## src/rtl/mem_arbiter_if.sv

```systemverilog
`default_nettype none
// +----------------------------------------------------------------------------+
// | Module   : mem_arbiter_if                                                  |
// | Purpose  : Fetch, load/store and memory-side signals of mem_arbiter.       |
// | Revision : 1.0  initial release                                            |
// +----------------------------------------------------------------------------+
interface mem_arbiter_if #(
    parameter int WORD_LEN = 32
);
    // Instruction-fetch requester
    logic                i_req;
    logic [WORD_LEN-1:0] i_addr;
    logic                i_gnt;
    logic                i_rvalid;
    logic [WORD_LEN-1:0] i_rdata;

    // Load/store requester
    logic                d_req;
    logic                d_we;
    logic [WORD_LEN-1:0] d_addr;
    logic [WORD_LEN-1:0] d_wdata;
    logic                d_gnt;
    logic                d_rvalid;
    logic [WORD_LEN-1:0] d_rdata;

    // Single-port memory
    logic                m_en;
    logic                m_we;
    logic [WORD_LEN-1:0] m_addr;
    logic [WORD_LEN-1:0] m_wdata;
    logic [WORD_LEN-1:0] m_rdata;

    logic                busy;

    // Arbiter side
    modport slave (
        input  i_req, i_addr, d_req, d_we, d_addr, d_wdata, m_rdata,
        output i_gnt, i_rvalid, i_rdata, d_gnt, d_rvalid, d_rdata,
        output m_en, m_we, m_addr, m_wdata, busy
    );

    // Requester / memory side
    modport master (
        output i_req, i_addr, d_req, d_we, d_addr, d_wdata, m_rdata,
        input  i_gnt, i_rvalid, i_rdata, d_gnt, d_rvalid, d_rdata,
        input  m_en, m_we, m_addr, m_wdata, busy
    );
endinterface
`default_nettype wire

```

## src/rtl/mem_arbiter.sv

```systemverilog
`default_nettype none
// +----------------------------------------------------------------------------+
// | Module   : mem_arbiter                                                     |
// | Purpose  : Shares one single-port memory between fetch and load/store      |
// |            ports, one access in flight, fixed read latency MEM_LAT.        |
// |            Define ARB_FIXED_PRIO_EN for fixed D-over-I priority            |
// |            (round-robin otherwise).                                        |
// | Revision : 1.0  initial release                                            |
// +----------------------------------------------------------------------------+
module mem_arbiter #(
    parameter int WORD_LEN = 32,
    parameter int MEM_LAT  = 1
) (
    input  logic         clk,
    input  logic         rst,
    mem_arbiter_if.slave bus
);

    localparam logic [3:0] c_LAT_LOAD = 4'(MEM_LAT - 1);
    localparam bit         c_HAS_WAIT = (MEM_LAT > 1);

    typedef enum logic [1:0] {
        S_IDLE   = 2'd0,
        S_ACCESS = 2'd1,
        S_WAIT   = 2'd2,
        S_RESP   = 2'd3
    } state_t;

    state_t              r_state;
    state_t              w_state_nxt;

    logic                r_owner_d;
    logic                r_owner_we;
    logic [3:0]          r_lat_cnt;
    logic [WORD_LEN-1:0] r_m_addr;
    logic [WORD_LEN-1:0] r_m_wdata;
    logic [WORD_LEN-1:0] r_i_rdata;
    logic [WORD_LEN-1:0] r_d_rdata;
    logic                r_m_en;
    logic                r_m_we;
    logic                r_i_gnt;
    logic                r_d_gnt;
    logic                r_i_rvalid;
    logic                r_d_rvalid;

    logic                w_any_req;
    logic                w_tie_d;
    logic                w_pick_d;
    logic                w_accept;
    logic                w_m_en_nxt;
    logic                w_m_we_nxt;
    logic                w_i_gnt_nxt;
    logic                w_d_gnt_nxt;
    logic                w_i_rvalid_nxt;
    logic                w_d_rvalid_nxt;

    // ------------------------------------------------------------------
    // Arbitration
    // ------------------------------------------------------------------
`ifdef ARB_FIXED_PRIO_EN
    assign w_tie_d = 1'b1;
`else
    logic r_last_owner_d;

    // Reset to the fetch port so the load/store port wins the first tie
    always_ff @(posedge clk or posedge rst) begin
        if (rst) begin
            r_last_owner_d <= 1'b0;
        end else if (r_state == S_ACCESS) begin
            r_last_owner_d <= r_owner_d;
        end
    end

    assign w_tie_d = ~r_last_owner_d;
`endif

    assign w_any_req = bus.i_req | bus.d_req;
    assign w_pick_d  = bus.d_req & (~bus.i_req | w_tie_d);
    assign w_accept  = (r_state == S_IDLE) & w_any_req;

    // ------------------------------------------------------------------
    // Next-state and next-output decode
    // ------------------------------------------------------------------
    always_comb begin
        w_state_nxt    = r_state;
        w_m_en_nxt     = 1'b0;
        w_m_we_nxt     = 1'b0;
        w_i_gnt_nxt    = 1'b0;
        w_d_gnt_nxt    = 1'b0;
        w_i_rvalid_nxt = 1'b0;
        w_d_rvalid_nxt = 1'b0;
        case (r_state)
            S_IDLE: begin
                if (w_any_req) begin
                    w_state_nxt = S_ACCESS;
                    w_m_en_nxt  = 1'b1;
                    w_m_we_nxt  = w_pick_d & bus.d_we;
                    w_i_gnt_nxt = ~w_pick_d;
                    w_d_gnt_nxt = w_pick_d;
                end
            end
            S_ACCESS: begin
                w_state_nxt = c_HAS_WAIT ? S_WAIT : S_RESP;
            end
            S_WAIT: begin
                if (r_lat_cnt == 4'd1) begin
                    w_state_nxt = S_RESP;
                end
            end
            S_RESP: begin
                w_state_nxt    = S_IDLE;
                w_i_rvalid_nxt = ~r_owner_d;
                w_d_rvalid_nxt = r_owner_d;
            end
            default: begin
                w_state_nxt = S_IDLE;
            end
        endcase
    end

    // ------------------------------------------------------------------
    // State and registered pulse outputs
    // ------------------------------------------------------------------
    always_ff @(posedge clk or posedge rst) begin
        if (rst) begin
            r_state    <= S_IDLE;
            r_m_en     <= 1'b0;
            r_m_we     <= 1'b0;
            r_i_gnt    <= 1'b0;
            r_d_gnt    <= 1'b0;
            r_i_rvalid <= 1'b0;
            r_d_rvalid <= 1'b0;
        end else begin
            r_state    <= w_state_nxt;
            r_m_en     <= w_m_en_nxt;
            r_m_we     <= w_m_we_nxt;
            r_i_gnt    <= w_i_gnt_nxt;
            r_d_gnt    <= w_d_gnt_nxt;
            r_i_rvalid <= w_i_rvalid_nxt;
            r_d_rvalid <= w_d_rvalid_nxt;
        end
    end

    // ------------------------------------------------------------------
    // Access payload latch, latency counter and read-data capture
    // ------------------------------------------------------------------
    always_ff @(posedge clk or posedge rst) begin
        if (rst) begin
            r_owner_d  <= 1'b0;
            r_owner_we <= 1'b0;
            r_lat_cnt  <= 4'd0;
            r_m_addr   <= '0;
            r_m_wdata  <= '0;
            r_i_rdata  <= '0;
            r_d_rdata  <= '0;
        end else begin
            if (w_accept) begin
                r_owner_d  <= w_pick_d;
                r_owner_we <= w_pick_d & bus.d_we;
                r_m_addr   <= w_pick_d ? bus.d_addr : bus.i_addr;
                r_m_wdata  <= w_pick_d ? bus.d_wdata : '0;
            end
            if (r_state == S_ACCESS) begin
                r_lat_cnt <= c_LAT_LOAD;
            end else if (r_state == S_WAIT) begin
                r_lat_cnt <= r_lat_cnt - 4'd1;
            end
            // Stores acknowledge with zero data; memory read data is ignored
            if (r_state == S_RESP) begin
                if (r_owner_d) begin
                    r_d_rdata <= r_owner_we ? '0 : bus.m_rdata;
                end else begin
                    r_i_rdata <= bus.m_rdata;
                end
            end
        end
    end

    // ------------------------------------------------------------------
    // Output drive
    // ------------------------------------------------------------------
    assign bus.m_en     = r_m_en;
    assign bus.m_we     = r_m_we;
    assign bus.m_addr   = r_m_addr;
    assign bus.m_wdata  = r_m_wdata;
    assign bus.i_gnt    = r_i_gnt;
    assign bus.d_gnt    = r_d_gnt;
    assign bus.i_rvalid = r_i_rvalid;
    assign bus.d_rvalid = r_d_rvalid;
    assign bus.i_rdata  = r_i_rdata;
    assign bus.d_rdata  = r_d_rdata;
    // Busy spans the grant cycle through the response pulse
    assign bus.busy     = (r_state != S_IDLE) | r_i_rvalid | r_d_rvalid;

endmodule
`default_nettype wire
```

## src/flat_wrapper.sv

```systemverilog
// flat-port wrapper written by rule: the top's interface ports become plain ports
module mem_arbiter_flat 
#(
    parameter int WORD_LEN = 32,
    parameter int MEM_LAT  = 1
)
  (clk, rst, bus_i_req, bus_i_addr, bus_d_req, bus_d_we, bus_d_addr, bus_d_wdata, bus_m_rdata, bus_i_gnt, bus_i_rvalid, bus_i_rdata, bus_d_gnt, bus_d_rvalid, bus_d_rdata, bus_m_en, bus_m_we, bus_m_addr, bus_m_wdata, bus_busy);
  mem_arbiter_if #(.WORD_LEN(WORD_LEN)) bus_i ();
  input  logic clk;
  input  logic rst;
  input wire logic [$bits(bus_i.i_req)-1:0] bus_i_req;
  input wire logic [$bits(bus_i.i_addr)-1:0] bus_i_addr;
  input wire logic [$bits(bus_i.d_req)-1:0] bus_d_req;
  input wire logic [$bits(bus_i.d_we)-1:0] bus_d_we;
  input wire logic [$bits(bus_i.d_addr)-1:0] bus_d_addr;
  input wire logic [$bits(bus_i.d_wdata)-1:0] bus_d_wdata;
  input wire logic [$bits(bus_i.m_rdata)-1:0] bus_m_rdata;
  output wire logic [$bits(bus_i.i_gnt)-1:0] bus_i_gnt;
  output wire logic [$bits(bus_i.i_rvalid)-1:0] bus_i_rvalid;
  output wire logic [$bits(bus_i.i_rdata)-1:0] bus_i_rdata;
  output wire logic [$bits(bus_i.d_gnt)-1:0] bus_d_gnt;
  output wire logic [$bits(bus_i.d_rvalid)-1:0] bus_d_rvalid;
  output wire logic [$bits(bus_i.d_rdata)-1:0] bus_d_rdata;
  output wire logic [$bits(bus_i.m_en)-1:0] bus_m_en;
  output wire logic [$bits(bus_i.m_we)-1:0] bus_m_we;
  output wire logic [$bits(bus_i.m_addr)-1:0] bus_m_addr;
  output wire logic [$bits(bus_i.m_wdata)-1:0] bus_m_wdata;
  output wire logic [$bits(bus_i.busy)-1:0] bus_busy;
  assign bus_i.i_req = bus_i_req;
  assign bus_i.i_addr = bus_i_addr;
  assign bus_i.d_req = bus_d_req;
  assign bus_i.d_we = bus_d_we;
  assign bus_i.d_addr = bus_d_addr;
  assign bus_i.d_wdata = bus_d_wdata;
  assign bus_i.m_rdata = bus_m_rdata;
  assign bus_i_gnt = bus_i.i_gnt;
  assign bus_i_rvalid = bus_i.i_rvalid;
  assign bus_i_rdata = bus_i.i_rdata;
  assign bus_d_gnt = bus_i.d_gnt;
  assign bus_d_rvalid = bus_i.d_rvalid;
  assign bus_d_rdata = bus_i.d_rdata;
  assign bus_m_en = bus_i.m_en;
  assign bus_m_we = bus_i.m_we;
  assign bus_m_addr = bus_i.m_addr;
  assign bus_m_wdata = bus_i.m_wdata;
  assign bus_busy = bus_i.busy;
  mem_arbiter #(.WORD_LEN(WORD_LEN), .MEM_LAT(MEM_LAT)) u_core (.clk(clk), .rst(rst), .bus(bus_i));
endmodule
```

## config.mk

```make
export PLATFORM = sky130hd
export DESIGN_NAME = mem_arbiter_flat
export DESIGN_NICKNAME = d
export VERILOG_FILES = /design/src/rtl/mem_arbiter_if.sv /design/src/rtl/mem_arbiter.sv /design/src/flat_wrapper.sv
export SDC_FILE = /design/constraint.sdc
export NUM_CORES = 1
export LEC_CHECK = 0
export ABC_AREA = 1
export ABC_CLOCK_PERIOD_IN_PS = 4100
export BUFFER_PORTS_ARGS = -buffer_cell sky130_fd_sc_hd__buf_2
export CORE_ASPECT_RATIO = 0.9
export CORE_MARGIN = 4
export CORE_UTILIZATION = 44
export CTS_BUF_LIST = sky130_fd_sc_hd__clkbuf_2 sky130_fd_sc_hd__clkbuf_4 sky130_fd_sc_hd__clkbuf_8
export CTS_CLUSTER_SIZE = 20
export DETAILED_ROUTE_END_ITERATION = 7
export GPL_ROUTABILITY_DRIVEN = 0
export PLACE_DENSITY = 0.78
export SYNTH_ARGS = -nofsm -noshare
export SYNTH_HDL_FRONTEND = slang
export SYNTH_SLANG_ARGS = --single-unit
export TNS_END_PERCENT = 30
```

## constraint.sdc

```tcl
create_clock -name clk -period 4.1 [get_ports clk]
set_input_delay 0 -clock clk [delete_from_list [all_inputs] [get_ports clk]]
set_output_delay 0 -clock clk [all_outputs]
set_load 0.03 [all_outputs]
```

==> results.yml <==
outcome:
  status: "finished clean"
floorplan:
  die_h_um: 119.1
  rows: 40
  start_util_pct: 45.03
  die_area_um2: 15670
  die_w_um: 131.5
  core-area_um2: 13410
  io_pins: 268
synth:
  netlist_top_cells_count: "nand2_1 (356), dfrtp_1 (143), nand3_1 (45)"
  syn_area_per_cell_um2: 8.616
  synth_cell_types: 24
  synth_edf_count: 0
  yosys.area.top_type: "dfrtp_1"
  yosys.area.top_type_share_pct: 59.25
  async_flop_share_pct: 100.0
  yosysWarnings: 0
  mappedNetlistArea_um2: 6040
  syn_inst: 701
  synth_nets: 840
  netlist_top_cells_area: "dfrtp_1 (59%), nand2_1 (22%), nand3_1 (3.7%)"
  ys_seq_area_share_pct: 59.25
  synth_most_common_cell: "nand2_1"
  synth_ff_type: "dfrtp_1"
  ys_ff_latch: 143
detailed_routing:
  antenna_left: 0
  first_iter_violations: 533
  via_per_inst: 5.108
  post-route-drc-count: 0
  drtPass1Iterations: 5
  vias: 6451
  route.detailed.wl_per_inst_um: 17.03
  drt_wl_total_um: 21510
sta:
  setup_viol_count_final: 0
  worstMarginPinSlew_ns: 1.124
  setup_tns_ns: 0
  final-max-slew-violation-count: 0
  period_minus_slack_ns: 3.032
  grt_setup_unrepaired: "false"
  fin_skew_ns: 0.01595
  hold_viol_final: 0
  fmax_ghz: 0.3298
  relSlewSlack_pct: 25.00
  finalCritPeriodShare_pct: 73.95
setup_path:
  path_max_fanout: 45
  critPathLaunchType: "register"
  criticalPathCategory: "reg2reg"
  critPathRequiredTime_ns: 4.49
  critPathSlowestCell: "nor2_8"
  cp_common_cell: "nand2_1"
  path_cells: "nand2_1, nand2_4, nor2_8, nand2_1, nand3_1, dlygate4sd3_1"
  critical_path.max_stage_delay_ns: 0.62
  end_kind: "register"
  cp_data_arrival_time_ns: 3.42
clock_tree:
  clkSinkCount: 143
  clock-root-buffer: "clkbuf_8"
  post_cts_buffers: 0
  ctsHtreeMaxLevel: 4
  post_cts_resize_count: 0
  cts_tree: "done"
  clock_latency_ns: 0.46
  clk_path_buf_depth: 2
  cts_hold_buf: 131
  cts_buffers: 17
  clk_pin_slew_worst_paths_ns: 0.09
power:
  leakage_nw: 5.130
  irDropWorstVdd_uv: 485.8
  power_density_nw_per_um2: 806.8
placed_design:
  dp_cells: 1101
  io_buffers: 267
  dp_hpwl_um: 12050
  dpl_cell_area_um2: 7402
layout:
  n_antenna_cell: 0
  final_util_pct: 68.27
  design_area_um2: 9158
  nets: 1222
  drive_above_1_share_pct: 28.22
  area_growth_pct: 51.63
  finalNonFillerCells: 1263
grt:
  grt_pass1_vias: 6458
  grt_antenna_before_repair: 0
  grt_pass1_wl_um: 34360
  grt-ovfl-total: 0
  gr-usage-all-layers_pct: 27.52
  grt_max_degree: 119
job:
  maxCapViolCount: 0
min_path:
  hold_path.class: "in2reg"
-- stage by stage --
step / hold WS [ns] / setup WS, ns / power (mW)
3_3_place_gp: 0.1917 / 1.775 / 5.730
5_1_grt: 0.2656 / 0.9059 / 7.854
4_1_cts: 0.2537 / 1.215 / 7.323
6_report: 0.2842 / 1.068 / 7.389
2_1_floorplan: 0.1096 / 0.2621 / 4.768
3_5_place_dp: 0.1987 / 1.735 / 5.820
-- per-layer routing --
layer / GRT usage (%) / share of wire [%] / vias up
met2: 44.04 / 47 / 422
met5: 0 / 0 / -
met1: 32.68 / 38 / 3014
met4: 13.78 / 4.7 / 0
met3: 10.43 / 10 / 83
li1: - / - / 2932
-- state kept, by name, summed over array words and instances, names as in the netlist --
signal                 flops
u_core.bus.d_rvalid        1
u_core.r_last_owner_d      1
u_core.bus.m_addr         32
u_core.r_owner_d           1
u_core.bus.d_gnt           1
u_core.bus.i_rvalid        1
u_core.bus.m_wdata        32
u_core.r_owner_we          1
u_core.bus.m_we            1
u_core.r_state             2
u_core.r_lat_cnt           4
u_core.bus.i_gnt           1
u_core.bus.m_en            1
u_core.bus.i_rdata        32
u_core.bus.d_rdata        32
-- placed cells by master, fill, tap and decap left out, types with 2 or more instances in the layout --
master and n:
nand3_1 45, o21ai_0 35, dlygate4sd3_1 131, dfrtp_1 143
inv_2 2, clkinvlp_4 3, ha_1 6, clkinv_4 2
nand3b_1 22, nand2_1 355, a21oi_1 2, buf_4 3
buf_2 267, clkbuf_8 19, inv_6 3, nor2_1 5
inv_1 36, nor2_4 2, bufinv_16 4
-- power by group --
part           switching [mW]  total (mW)  internal (mW)  leakage, nW
clock network           0.569        1.27          0.696        0.215
registers               0.360        2.41           2.05         1.79
logic                    2.59        3.71           1.12         3.12
-- layout make-up --
class | instances | area (µm²)
Clock buffer | 19 | 261.5
Clock inverter | 12 | 182.7
Fill cell | 953 | 4255
Inverter | 39 | 151.4
Multi-Input combinational cell | 481 | 2103
Sequential cell | 143 | 3578
Tap cell | 168 | 210.2
Timing Repair Buffer | 401 | 2670
-- critical path, delay by kind of cell (launching register included) --
| kind | cells | cell delay [ns] |
|---|---|---|
| buf+inv | 1 | 0.56 |
| flops | 1 | 0.38 |
| simple gates | 5 | 2.00 |
-- path summary, 6_finish.rpt --
path                                             from  depth (start not counted)                endpoint  slack [ns]
worst max-delay path            u_core.r_last_owner_d                          6    u_core.bus.m_addr[6]        1.07
worst min-delay path                  bus_d_wdata[11]                          4  u_core.bus.m_wdata[11]        0.28
worst max register to register  u_core.r_last_owner_d                          6    u_core.bus.m_addr[6]        1.07
worst min register to register  u_core.bus.m_addr[13]                          2   u_core.bus.m_addr[13]        0.48
max in group asynchronous                         rst                          4         u_core.bus.m_we        2.76
min in group asynchronous                         rst                          3  u_core.bus.m_wdata[30]        0.36
-- logic make-up after synthesis --
kind of cell / after synthesis / share of synthesized area (%)
and+or+nand+nor: 435 / 30.12
adders and majority gates: 6 / 1.243
AOI/OAI and AO/OA: 40 / 3.418
DFF: 143 / 59.25
buffers and inverters: 77 / 5.966
(Power assumes the default switching activity.)
